--- config.mk ---
export PLATFORM = sky130hd
export DESIGN_NAME = stickman_physics_flat
export DESIGN_NICKNAME = d
export VERILOG_FILES = /design/src/rtl/stickman_physics_pkg.sv /design/src/rtl/stickman_physics_if.sv /design/src/rtl/stickman_physics_frame_tick_detect.sv /design/src/rtl/stickman_physics.sv /design/src/flat_wrapper.sv
export SDC_FILE = /design/constraint.sdc
export NUM_CORES = 1
export LEC_CHECK = 0
export ABC_AREA = 1
export BUFFER_PORTS_ARGS = -buffer_cell sky130_fd_sc_hd__buf_2
export CAP_MARGIN = 10
export CORE_MARGIN = 2
export CORE_UTILIZATION = 55
export DETAILED_ROUTE_END_ITERATION = 16
export HOLD_SLACK_MARGIN = 0.1
export PLACE_DENSITY = 0.84
export SLEW_MARGIN = 20
export SYNTH_ARGS = -nofsm -noshare
export SYNTH_HDL_FRONTEND = slang
export SYNTH_SLANG_ARGS = --single-unit
--- constraint.sdc ---
create_clock -name Clk -period 3.27 [get_ports Clk]
set_input_delay 0.654 -clock Clk [delete_from_list [all_inputs] [get_ports Clk]]
set_output_delay 0.654 -clock Clk [all_outputs]
set_load 0.02 [all_outputs]
--- src/rtl/stickman_physics_pkg.sv ---
// Shared types and shape extents for the stickman player and the color mapper.
package stickman_physics_pkg;

    typedef enum logic [1:0] {
        StGrounded = 2'd0,
        StRising   = 2'd1,
        StFalling  = 2'd2
    } jump_state_t;

    localparam logic [7:0] KeySpace = 8'h2C;

    // Sprite extents, relative to (X_POS, body top).
    localparam int BodyHalfW = 2;
    localparam int BodyBotY  = 9;
    localparam int LegTopY   = 10;
    localparam int LegBotY   = 18;
    localparam int Leg0Inner = 3;
    localparam int Leg0Outer = 5;
    localparam int Leg1Inner = 2;
    localparam int Leg1Outer = 4;

    function automatic logic in_range(int v, int lo, int hi);
        return (v >= lo) && (v <= hi);
    endfunction

endpackage

--- src/rtl/stickman_physics_if.sv ---
// Player-side bus: frame clock, key input, raster position in; hit flag and status out.
interface stickman_physics_if;
    logic       frame_clk;
    logic [7:0] keycode;
    logic [9:0] DrawX;
    logic [9:0] DrawY;
    logic       is_stickman;
    logic [9:0] y_pos;
    logic       airborne;
    logic [1:0] state;

    modport master (
        output frame_clk, keycode, DrawX, DrawY,
        input  is_stickman, y_pos, airborne, state
    );

    modport slave (
        input  frame_clk, keycode, DrawX, DrawY,
        output is_stickman, y_pos, airborne, state
    );
endinterface

--- src/rtl/stickman_physics_frame_tick_detect.sv ---
// Turns the slow frame clock level into a single-Clk tick on its rising edge.
module stickman_physics_frame_tick_detect (
    input  logic Clk,
    input  logic Reset,
    input  logic frame_clk,
    output logic tick
);
    logic sync_q;
    logic prev_q;

    // Two-stage delay line; the edge is the compare between stages.
    always_ff @(posedge Clk) begin
        if (Reset) begin
            sync_q <= 1'b0;
            prev_q <= 1'b0;
        end else begin
            sync_q <= frame_clk;
            prev_q <= sync_q;
        end
    end

    assign tick = sync_q & ~prev_q;
endmodule

--- src/rtl/stickman_physics.sv ---
// Stickman player: vertical physics, jump FSM, leg animation and pixel hit test.
// Optional feature macro: DOUBLE_JUMP_EN (one extra jump while airborne).
module stickman_physics
    import stickman_physics_pkg::*;
#(
    parameter logic [9:0] X_POS    = 10'd200,
    parameter logic [9:0] FLOOR_Y  = 10'd300,
    parameter logic [9:0] CEIL_Y   = 10'd10,
    parameter logic [9:0] JUMP_V   = 10'd12,
    parameter logic [9:0] GRAVITY  = 10'd1,
    parameter logic [9:0] MAX_FALL = 10'd12,
    parameter logic [7:0] JUMP_KEY = KeySpace,
    parameter logic [3:0] ANIM_DIV = 4'd8
) (
    input  logic                Clk,
    input  logic                Reset,
    stickman_physics_if.slave   bus
);
    logic        tick;
    jump_state_t state_q, state_d;
    logic [9:0]  pos_q, pos_d;
    logic [9:0]  vel_q, vel_d;
    logic [3:0]  cnt_q, cnt_d;
    logic        phase_q, phase_d;
    logic        jump_req_q, jump_req_d;
    logic [7:0]  key_prev_q;
    logic        press;
    logic        air_jump;
`ifdef DOUBLE_JUMP_EN
    logic        credit_q, credit_d;
`endif

    logic signed [10:0] pos_s, sum_s, ceil_s, floor_s;
    logic [9:0]         vel_inc, fall_vel, pos_clamped, jump_vel;

    stickman_physics_frame_tick_detect u_tick (
        .Clk       (Clk),
        .Reset     (Reset),
        .frame_clk (bus.frame_clk),
        .tick      (tick)
    );

    assign press    = (bus.keycode == JUMP_KEY) && (key_prev_q != JUMP_KEY);
    assign jump_vel = 10'd0 - JUMP_V;
`ifdef DOUBLE_JUMP_EN
    assign air_jump = jump_req_q & credit_q;
`else
    assign air_jump = 1'b0;
`endif

    // Signed position arithmetic and clamping to the playable band.
    always_comb begin
        pos_s    = signed'({1'b0, pos_q});
        sum_s    = pos_s + signed'({vel_q[9], vel_q});
        ceil_s   = signed'({1'b0, CEIL_Y});
        floor_s  = signed'({1'b0, FLOOR_Y});
        vel_inc  = vel_q + GRAVITY;
        fall_vel = (signed'(vel_inc) > signed'(MAX_FALL)) ? MAX_FALL : vel_inc;
        if (sum_s < ceil_s) begin
            pos_clamped = CEIL_Y;
        end else if (sum_s > floor_s) begin
            pos_clamped = FLOOR_Y;
        end else begin
            pos_clamped = sum_s[9:0];
        end
    end

    // Jump FSM, physics and animation next-state; everything advances only on tick.
    always_comb begin
        state_d    = state_q;
        pos_d      = pos_q;
        vel_d      = vel_q;
        cnt_d      = cnt_q;
        phase_d    = phase_q;
        jump_req_d = jump_req_q;
`ifdef DOUBLE_JUMP_EN
        credit_d   = credit_q;
`endif
        // A request never survives the tick that sees it.
        if (tick) begin
            jump_req_d = 1'b0;
        end
        if (press) begin
            jump_req_d = 1'b1;
        end

        if (tick) begin
            unique case (state_q)
                StGrounded: begin
                    if (cnt_q == ANIM_DIV - 4'd1) begin
                        cnt_d   = 4'd0;
                        phase_d = ~phase_q;
                    end else begin
                        cnt_d = cnt_q + 4'd1;
                    end
                    if (jump_req_q) begin
                        vel_d   = jump_vel;
                        state_d = StRising;
                    end else begin
                        vel_d = 10'd0;
                        pos_d = FLOOR_Y;
                    end
                end
                StRising: begin
                    if (air_jump) begin
                        vel_d = jump_vel;
`ifdef DOUBLE_JUMP_EN
                        credit_d = 1'b0;
`endif
                    end else if (sum_s <= ceil_s) begin
                        pos_d   = CEIL_Y;
                        vel_d   = 10'd0;
                        state_d = StFalling;
                    end else begin
                        pos_d = pos_clamped;
                        vel_d = vel_inc;
                        if (!vel_inc[9]) begin
                            state_d = StFalling;
                        end
                    end
                end
                StFalling: begin
                    // Landing takes priority over any pending request.
                    if (sum_s >= floor_s) begin
                        pos_d   = FLOOR_Y;
                        vel_d   = 10'd0;
                        state_d = StGrounded;
`ifdef DOUBLE_JUMP_EN
                        credit_d = 1'b1;
`endif
                    end else if (air_jump) begin
                        vel_d   = jump_vel;
                        state_d = StRising;
`ifdef DOUBLE_JUMP_EN
                        credit_d = 1'b0;
`endif
                    end else begin
                        pos_d = pos_clamped;
                        vel_d = fall_vel;
                    end
                end
                default: begin
                    state_d = StGrounded;
                    pos_d   = FLOOR_Y;
                    vel_d   = 10'd0;
                end
            endcase
        end
    end

    // State registers; reset dominates tick.
    always_ff @(posedge Clk) begin
        if (Reset) begin
            state_q    <= StGrounded;
            pos_q      <= FLOOR_Y;
            vel_q      <= 10'd0;
            cnt_q      <= 4'd0;
            phase_q    <= 1'b0;
            jump_req_q <= 1'b0;
            key_prev_q <= 8'd0;
`ifdef DOUBLE_JUMP_EN
            credit_q   <= 1'b1;
`endif
        end else begin
            state_q    <= state_d;
            pos_q      <= pos_d;
            vel_q      <= vel_d;
            cnt_q      <= cnt_d;
            phase_q    <= phase_d;
            jump_req_q <= jump_req_d;
            key_prev_q <= bus.keycode;
`ifdef DOUBLE_JUMP_EN
            credit_q   <= credit_d;
`endif
        end
    end

    // Pixel hit test; legs are drawn together while airborne.
    always_comb begin
        logic signed [10:0] rx;
        logic signed [10:0] ry;
        logic               leg_phase;
        logic               body;
        logic               legs;
        rx        = signed'({1'b0, bus.DrawX}) - signed'({1'b0, X_POS});
        ry        = signed'({1'b0, bus.DrawY}) - signed'({1'b0, pos_q});
        leg_phase = (state_q == StGrounded) ? phase_q : 1'b0;
        body      = in_range(int'(rx), -BodyHalfW, BodyHalfW) && in_range(int'(ry), 0, BodyBotY);
        if (!in_range(int'(ry), LegTopY, LegBotY)) begin
            legs = 1'b0;
        end else if (leg_phase) begin
            legs = in_range(int'(rx), -Leg1Outer, -Leg1Inner) ||
                   in_range(int'(rx), Leg1Inner, Leg1Outer);
        end else begin
            legs = in_range(int'(rx), -Leg0Outer, -Leg0Inner) ||
                   in_range(int'(rx), Leg0Inner, Leg0Outer);
        end
        bus.is_stickman = body | legs;
    end

    assign bus.y_pos    = pos_q;
    assign bus.airborne = (state_q != StGrounded);
    assign bus.state    = state_q;
endmodule

--- src/flat_wrapper.sv ---
// flat-port wrapper written by rule: the top's interface ports become plain ports
module stickman_physics_flat import stickman_physics_pkg::*;
#(
    parameter logic [9:0] X_POS    = 10'd200,
    parameter logic [9:0] FLOOR_Y  = 10'd300,
    parameter logic [9:0] CEIL_Y   = 10'd10,
    parameter logic [9:0] JUMP_V   = 10'd12,
    parameter logic [9:0] GRAVITY  = 10'd1,
    parameter logic [9:0] MAX_FALL = 10'd12,
    parameter logic [7:0] JUMP_KEY = KeySpace,
    parameter logic [3:0] ANIM_DIV = 4'd8
)
  (Clk, Reset, bus_frame_clk, bus_keycode, bus_DrawX, bus_DrawY, bus_is_stickman, bus_y_pos, bus_airborne, bus_state);
  stickman_physics_if bus_i ();
  input  logic Clk;
  input  logic Reset;
  input wire logic [$bits(bus_i.frame_clk)-1:0] bus_frame_clk;
  input wire logic [$bits(bus_i.keycode)-1:0] bus_keycode;
  input wire logic [$bits(bus_i.DrawX)-1:0] bus_DrawX;
  input wire logic [$bits(bus_i.DrawY)-1:0] bus_DrawY;
  output wire logic [$bits(bus_i.is_stickman)-1:0] bus_is_stickman;
  output wire logic [$bits(bus_i.y_pos)-1:0] bus_y_pos;
  output wire logic [$bits(bus_i.airborne)-1:0] bus_airborne;
  output wire logic [$bits(bus_i.state)-1:0] bus_state;
  assign bus_i.frame_clk = bus_frame_clk;
  assign bus_i.keycode = bus_keycode;
  assign bus_i.DrawX = bus_DrawX;
  assign bus_i.DrawY = bus_DrawY;
  assign bus_is_stickman = bus_i.is_stickman;
  assign bus_y_pos = bus_i.y_pos;
  assign bus_airborne = bus_i.airborne;
  assign bus_state = bus_i.state;
  stickman_physics #(.X_POS(X_POS), .FLOOR_Y(FLOOR_Y), .CEIL_Y(CEIL_Y), .JUMP_V(JUMP_V), .GRAVITY(GRAVITY), .MAX_FALL(MAX_FALL), .JUMP_KEY(JUMP_KEY), .ANIM_DIV(ANIM_DIV)) u_core (.Clk(Clk), .Reset(Reset), .bus(bus_i));
endmodule
==> flow_summary.json, run 1 <==
{
  "power.switching_uw": 368,
  "core_um2": 7140,
  "max_slew_margin_pct": 56.8,
  "grt_pass1_vias": 3986,
  "seq_power_share_pct": 40.9,
  "final_layout_size_suffix_gt1_share_pct": 17.4,
  "vias": 4542,
  "seq_area_frac_synth_pct": 19.1,
  "n_antenna_cell": 0,
  "cts-htree-levels": 2,
  "fin_crit_ns": 3.19,
  "yosys_warnings": 0,
  "power.leakage_uw": 0.00246,
  "grt_overflow": 0,
  "fillers": 684,
  "syn_nets": 748,
  "cts.sinks": 38,
  "grt_use_total_pct": 26.3,
  "fin_crit_sh_pct": 97.4,
  "cts_hold_buf": 0,
  "fin_ws_ns": 0.0839,
  "end_kind": "output pin",
  "worst-setup-path-type": "input port to output pin",
  "first_pass_iters": 5,
  "wire_per_inst_um": 12.7,
  "p_int_uw": 810,
  "cts.reportedPaths.clkPinSlew_ns": 0.08,
  "max_freq_mhz": 314,
  "initial_core_util_pct": 55.9,
  "netlist_area_um2": 3990,
  "fin_total_pwr_uw": 1180,
  "worst-endpoint-arrival_ns": 2.53,
  "hold_class": "flip-flop to flip-flop",
  "place.port_buffers": 44,
  "cts_made_buffers": 5,
  "post_dp_cell_area_um2": 4380,
  "netlist_instances": 684,
  "peakVddDrop_v": 0.000248,
  "post-route-drc-count": 0,
  "die_h_um": 89.2,
  "critPathLaunchType": "input port",
  "cts_tree": "yes",
  "drv_cap": 0,
  "clockBufferDepth": 2,
  "rsz0062_at_grt": "true",
  "worst_pin_slew_ns": 0.648,
  "finalSetupViolations": 0,
  "ys_seq_elements": 38,
  "clockRootBuffer": "clkbuf_8",
  "swShare_pct": 31.2,
  "status": "completed",
  "hold_viol": 0,
  "die_area_um2": 7950,
  "die_w_um": 89.2,
  "fp-row-count": 31,
  "netlist-cell-type-count": 34,
  "first_iter_violations": 299,
  "final_cell_area_um2": 4630,
  "finalClockSkew_ns": 0.00635,
  "p_per_area_nw_per_um2": 255,
  "nets": 805,
  "grt_max_degree": 33,
  "drt_wl_total_um": 10700,
  "areaGrowthSynthToFinish_pct": 16.0,
  "dp_hpwl_um": 8350,
  "antenna_found_initial": 0,
  "grt_pass1_wl_um": 16800,
  "required_ns": 2.62,
  "vias_per_cell": 5.40,
  "place_ws_ns": -0.00882,
  "combPwrFrac_pct": 24.7,
  "place.gp.congestion": 0.972,
  "cp_max_fo": 5,
  "io_pins": 45,
  "clock_latency_ns": 0.29,
  "avgSynthCellArea_um2": 5.83,
  "drv_slew": 0,
  "clockPowerShare_pct": 34.4,
  "ant_nets": 0
}
per-stage QoR:
step	utilization, %	TNS [ns]	hold WS (ns)	instances
2_1_floorplan	-	0	0.411	684
3_3_place_gp	61.3	0	0.420	831
3_5_place_dp	61.3	-0.00882	0.431	831
4_1_cts	63.0	0	0.437	839
5_1_grt	64.8	-0.0545	0.449	841
6_report	64.8	0	0.433	841
area by class of cell:
type | count | area (µm²) | share of cell area, %
well taps | 99 | 124 | 2.68
clock buffers | 5 | 68.8 | 1.49
flip-flops and latches | 38 | 766 | 16.6
clock inverters | 3 | 45.0 | 0.974
repair buffers | 58 | 338 | 7.30
multi-input cells | 520 | 2840 | 61.4
inverters | 118 | 445 | 9.63
placed cells by master (no fill, tap or decap), types with 4 or more instances in the layout:
cell type,instances
a21oi_2,13
buf_2,42
dfxtp_2,4
o21ai_0,17
dfxtp_1,34
xor2_1,7
xnor2_1,4
buf_4,14
ha_1,28
nand4_1,25
inv_2,6
a21oi_1,27
nand3_1,65
nand3b_1,5
inv_1,111
nand3_2,7
nand2_2,14
nand2_1,195
clkbuf_8,5
nor3_1,8
nor2_1,72
state kept, by name, summed over array words and instances (netlist names):
| name | flops |
|---|---|
| u_core.bus.y_pos | 10 |
| u_core.vel_q | 10 |
| u_core.key_prev_q | 8 |
| u_core.cnt_q | 4 |
| u_core.bus.state | 2 |
| u_core.jump_req_q | 1 |
| u_core.phase_q | 1 |
| u_core.u_tick.prev_q | 1 |
| u_core.u_tick.sync_q | 1 |
layer usage:
layer	GRT usage [%]	vias to the layer above	share of wire, %
met5	0	-	0
met4	7.73	0	1.5
met3	2.77	14	6.1
met2	46.3	169	49
met1	34.0	2061	43
li1	-	2298	-
Yosys cell counts:
library cell  instances  area (µm²)
nor4_1                3        18.8
a21oi_2              10        87.6
o21a_1                1        7.51
buf_6                 2        22.5
nand2_1             199         747
clkbuf_1              4        15.0
nand2_2              10        62.6
ha_1                 31         388
nor2_2                2        12.5
nor2_1               74         278
dfxtp_1              38         761
xor2_1                8        70.1
o31ai_1               1        7.51
a21o_1                2        15.0
o21ai_1               2        10.0
nand3b_1              5        37.5
or2_2                 3        18.8
a31oi_1               2        12.5
nor3_1                9        45.0
o21bai_1              1        7.51
buf_1                 1        3.75
xnor2_1               4        35.0
o21ai_0              18        90.1
a21oi_1              30         150
nand4_1              25         156
nor2_4                2        22.5
nand3_1              68         340
inv_2                 4        15.0
buf_2                 1        5.00
o211ai_1              3        22.5
xor2_2                1        16.3
nand3_2               4        40.0
inv_1               114         428
fa_1                  2        40.0
power by group through the flow:
| stage | clock [µW] | combinational (µW) | sequential [µW] |
|---|---|---|---|
| 3_5_place_dp | 0 | 261 | 493 |
| 4_1_cts | 410 | 263 | 482 |
| 2_1_floorplan | 0 | 180 | 494 |
| 6_report | 405 | 291 | 482 |
| 3_3_place_gp | 0 | 256 | 492 |
| 5_1_grt | 434 | 323 | 484 |
final timing paths:
path | endpoint | from | cells past startpoint | slack (ns)
worst max-delay path | bus_is_stickman | bus_DrawX[3] | 16 | 0.08
worst min-delay path | u_core.u_tick.prev_q | u_core.u_tick.sync_q | 2 | 0.43
worst min register to register | u_core.u_tick.prev_q | u_core.u_tick.sync_q | 2 | 0.43
worst max register to register | u_core.bus.y_pos[0] | u_core.bus.y_pos[0] | 18 | 0.19
worst max-delay path, cell delays in order:
cell and delay (ns):
buf_2 0.09, inv_1 0.05, ha_1 0.20, nand2_1 0.13, nand3_2 0.11, nand2_2 0.11
xor2_2 0.19, nand2_1 0.11, nor2_1 0.10, buf_4 0.14, o211ai_1 0.11, nand2_1 0.09
o21a_1 0.13, nand4_1 0.08, nand2_1 0.10, buf_6 0.12
logic make-up (layout without fill, tap and decap cells):
kind of cell,after synthesis,in the layout,synth area share (%)
and+or+nand+nor,404,404,44.6
buffers and inverters,126,184,12.3
AOI/OAI and AO/OA,70,70,10.3
DFF,38,38,19.1
adders and majority gates,33,33,10.7
xor gates and xnor gates,13,13,3.04
repair_timing:
action,in CTS,in global routing
endpoints found under the setup margin,1,1
resized for setup,3,31
buffers inserted,0,2
cloned,0,0
hold endpoints to repair,0,0
pin swaps,0,7
(Power assumes the default switching activity.)
==> inputs of run 2 (changes only) <==
--- a/config.mk
+++ b/config.mk
@@ -5,14 +5,14 @@
 export SDC_FILE = /design/constraint.sdc
 export NUM_CORES = 1
 export LEC_CHECK = 0
-export ABC_AREA = 1
 export BUFFER_PORTS_ARGS = -buffer_cell sky130_fd_sc_hd__buf_2
 export CAP_MARGIN = 10
 export CORE_MARGIN = 2
 export CORE_UTILIZATION = 55
 export DETAILED_ROUTE_END_ITERATION = 16
+export GPL_ROUTABILITY_DRIVEN = 0
 export HOLD_SLACK_MARGIN = 0.1
-export PLACE_DENSITY = 0.84
+export PLACE_DENSITY = 0.85
 export SLEW_MARGIN = 20
 export SYNTH_ARGS = -nofsm -noshare
 export SYNTH_HDL_FRONTEND = slang
==> constraint.sdc (replaced) <==
create_clock -name Clk -period 3.27 [get_ports Clk]
set_input_delay 0.327 -clock Clk [delete_from_list [all_inputs] [get_ports Clk]]
set_output_delay 0.327 -clock Clk [all_outputs]
set_load 0.02 [all_outputs]
==> run 2 against run 1 <==
Against the previous run: hold slack worse by 0.19 ns; combinational power down 41%; routed wire length down 14%; total power down 16%; first-iteration DRC count up 28%; register-to-register slack worse by 0.10 ns; sequential share of layout area up 1.8 points; largest power group unchanged; clock skew up 0.0021 ns; critical path depth down 4.
==> flow_summary.json, run 2 <==
{
  "initial_core_util_pct": 57.5,
  "die_w_um": 82.9,
  "cts-htree-levels": 2,
  "synth_edf_count": 0,
  "synth_top_area_share_pct": 22.2,
  "drv_slew": 0,
  "fin_hold_ws_ns": 0.240,
  "hold_class": "input port to flip-flop",
  "finalClockSkew_ns": 0.00843,
  "post-route-drc-count": 0,
  "n_antenna_cell": 0,
  "fin_total_pwr_uw": 988,
  "power.leakage_uw": 0.00175,
  "cts_tree": "yes",
  "grt_use_total_pct": 25.1,
  "fin_crit_ns": 3.21,
  "vias_per_cell": 6.15,
  "post_dp_cell_area_um2": 3900,
  "gr-usage-met2_pct": 43.6,
  "ant_nets": 0,
  "wire_per_inst_um": 15.8,
  "avgSynthCellArea_um2": 7.86,
  "max_freq_mhz": 311,
  "cp_max_fo": 5,
  "critPathLaunchType": "input port",
  "final_cell_area_um2": 4160,
  "grt_pass1_vias": 3248,
  "yosysTopAreaCell": "dfxtp_1",
  "layout.cells.most_common": "buf_2",
  "max_slew_margin_pct": 56.8,
  "peakVddDrop_v": 0.000302,
  "status": "completed",
  "vias": 3586,
  "netlist-cell-type-count": 70,
  "place_ws_ns": 0.0170,
  "core_um2": 5960,
  "place.port_buffers": 44,
  "cts.reportedPaths.clkPinSlew_ns": 0.07,
  "cts_made_buffers": 5,
  "grt_max_degree": 25,
  "yosysMostFrequentCell": "nor2_1",
  "fin_crit_sh_pct": 98.2,
  "die_h_um": 82.9,
  "worst_pin_slew_ns": 0.648,
  "netlist_area_um2": 3430,
  "netlist_instances": 436,
  "clockBufferDepth": 2,
  "drv_cap": 0,
  "postSynth.asyncResetShare_pct": 0,
  "end_kind": "output pin",
  "ys.flop_type": "dfxtp_1",
  "fp-row-count": 28,
  "worst-endpoint-arrival_ns": 2.88,
  "areaGrowthSynthToFinish_pct": 21.5,
  "yosys_warnings": 0,
  "grt_pass1_wl_um": 14700,
  "antenna_found_initial": 0,
  "dp_hpwl_um": 6850,
  "drt_wl_total_um": 9180,
  "first_iter_violations": 384,
  "final_layout_size_suffix_gt1_share_pct": 24.6,
  "grt_use_met1_pct": 31.7,
  "yosys-top-cells-area": "dfxtp_1, ha_1, nor2_1",
  "io_pins": 45,
  "ys_seq_elements": 38,
  "cts.sinks": 38,
  "nets": 571,
  "hold_viol": 0,
  "fillers": 479,
  "finalSetupViolations": 0,
  "seq_area_frac_synth_pct": 22.2,
  "grt-busiest-layer": "met2",
  "fin_util_pct": 69.9,
  "clockRootBuffer": "clkbuf_8",
  "p_per_area_nw_per_um2": 237,
  "worst-setup-path-type": "input port to output pin",
  "syn_nets": 500,
  "die_area_um2": 6880,
  "first_pass_iters": 5,
  "grt_overflow": 0,
  "fin_ws_ns": 0.0596,
  "clock_latency_ns": 0.30,
  "layout_common_cells": "buf_2, nor2_1, dfxtp_1",
  "met3_usage_pct": 4.17,
  "ys_top_cells_by_count": "nor2_1, dfxtp_1, inv_1, ha_1, nand2_1",
  "required_ns": 2.94
}
==> run 2: changes by cell type after synthesis, sizes merged, moves of 6 or more <==
cell | previous run | this run
nand4 | 25 | 7
a21oi | 40 | 25
nand2b | 0 | 7
and3 | 0 | 8
nand2 | 209 | 29
and2 | 0 | 7
nor2b | 0 | 16
nor2 | 78 | 41
o21ai | 20 | 31
nand3 | 72 | 13
inv | 118 | 32
a211oi | 0 | 6
==> run 2: critical path, stage by stage <==
cell       delay (ns)
buf_6            0.09
inv_2            0.04
ha_2             0.16
or4b_1           0.52
nor4_1           0.28
a21oi_1          0.10
or2_4            0.26
o41a_1           0.41
o2111ai_4        0.09
a32oi_2          0.14
nor4b_2          0.28
buf_4            0.19
==> run 2: path summary, 6_finish.rpt <==
path                         from              endpoint  slack [ns]  cells past startpoint
max                  bus_DrawX[4]       bus_is_stickman        0.06                     12
min reg2reg  u_core.u_tick.sync_q  u_core.u_tick.prev_q        0.48                      1
min                 bus_frame_clk  u_core.u_tick.sync_q        0.24                      2
max reg2reg   u_core.bus.y_pos[0]   u_core.bus.y_pos[7]        0.09                     12
==> run 2: cells by family (layout without fill, tap and decap cells) <==
logic type	Yosys count	count (layout)	synth area share, %
multiplexers	6	6	1.83
AND/OR/NAND/NOR	175	175	27.7
XOR/XNOR	16	16	4.31
buffers and inverters	42	114	4.67
adder cells (fa/ha/maj)	33	33	12.5
AO/OA/AOI/OAI	126	126	26.8
flip-flops	38	38	22.2
==> run 2: repair_timing <==
item | in CTS | in global routing
pin swaps | 2 | 14
gates resized for setup | 4 | 31
hold buffers | 0 | 0
cloned | 0 | 0
buffers inserted | 1 | 2
endpoints found under the setup margin | 1 | 17
==> run 2: cell type report <==
| cell class | instances | area [µm²] | share of cell area [%] |
|---|---|---|---|
| well taps | 75 | 93.8 | 2.25 |
| flip-flops and latches | 38 | 763 | 18.3 |
| clock inverters | 2 | 12.5 | 0.301 |
| clock buffers | 6 | 82.6 | 1.98 |
| multi-input cells | 356 | 2630 | 63.2 |
| repair buffers | 74 | 460 | 11.1 |
| inverters | 32 | 120 | 2.89 |
==> run 2: routing by layer <==
layer | wire length, µm | vias to the layer above
met2 | 4440 | 143
met1 | 3940 | 1660
met5 | 0 | -
met3 | 604 | 21
met4 | 198 | 0
li1 | - | 1762
==> run 2: where the power goes <==
group / switching (µW) / total, µW / internal [µW]
logic: 98.7 / 173 / 74.4
registers: 4.31 / 475 / 471
clock network: 170 / 339 / 169
==> run 2: through the flow <==
stage / instances / setup TNS, ns
finish: 583 / 0
global route: 583 / -0.0441
CTS: 581 / 0
detailed placement: 572 / 0
global placement: 572 / 0
floorplan: 436 / 0
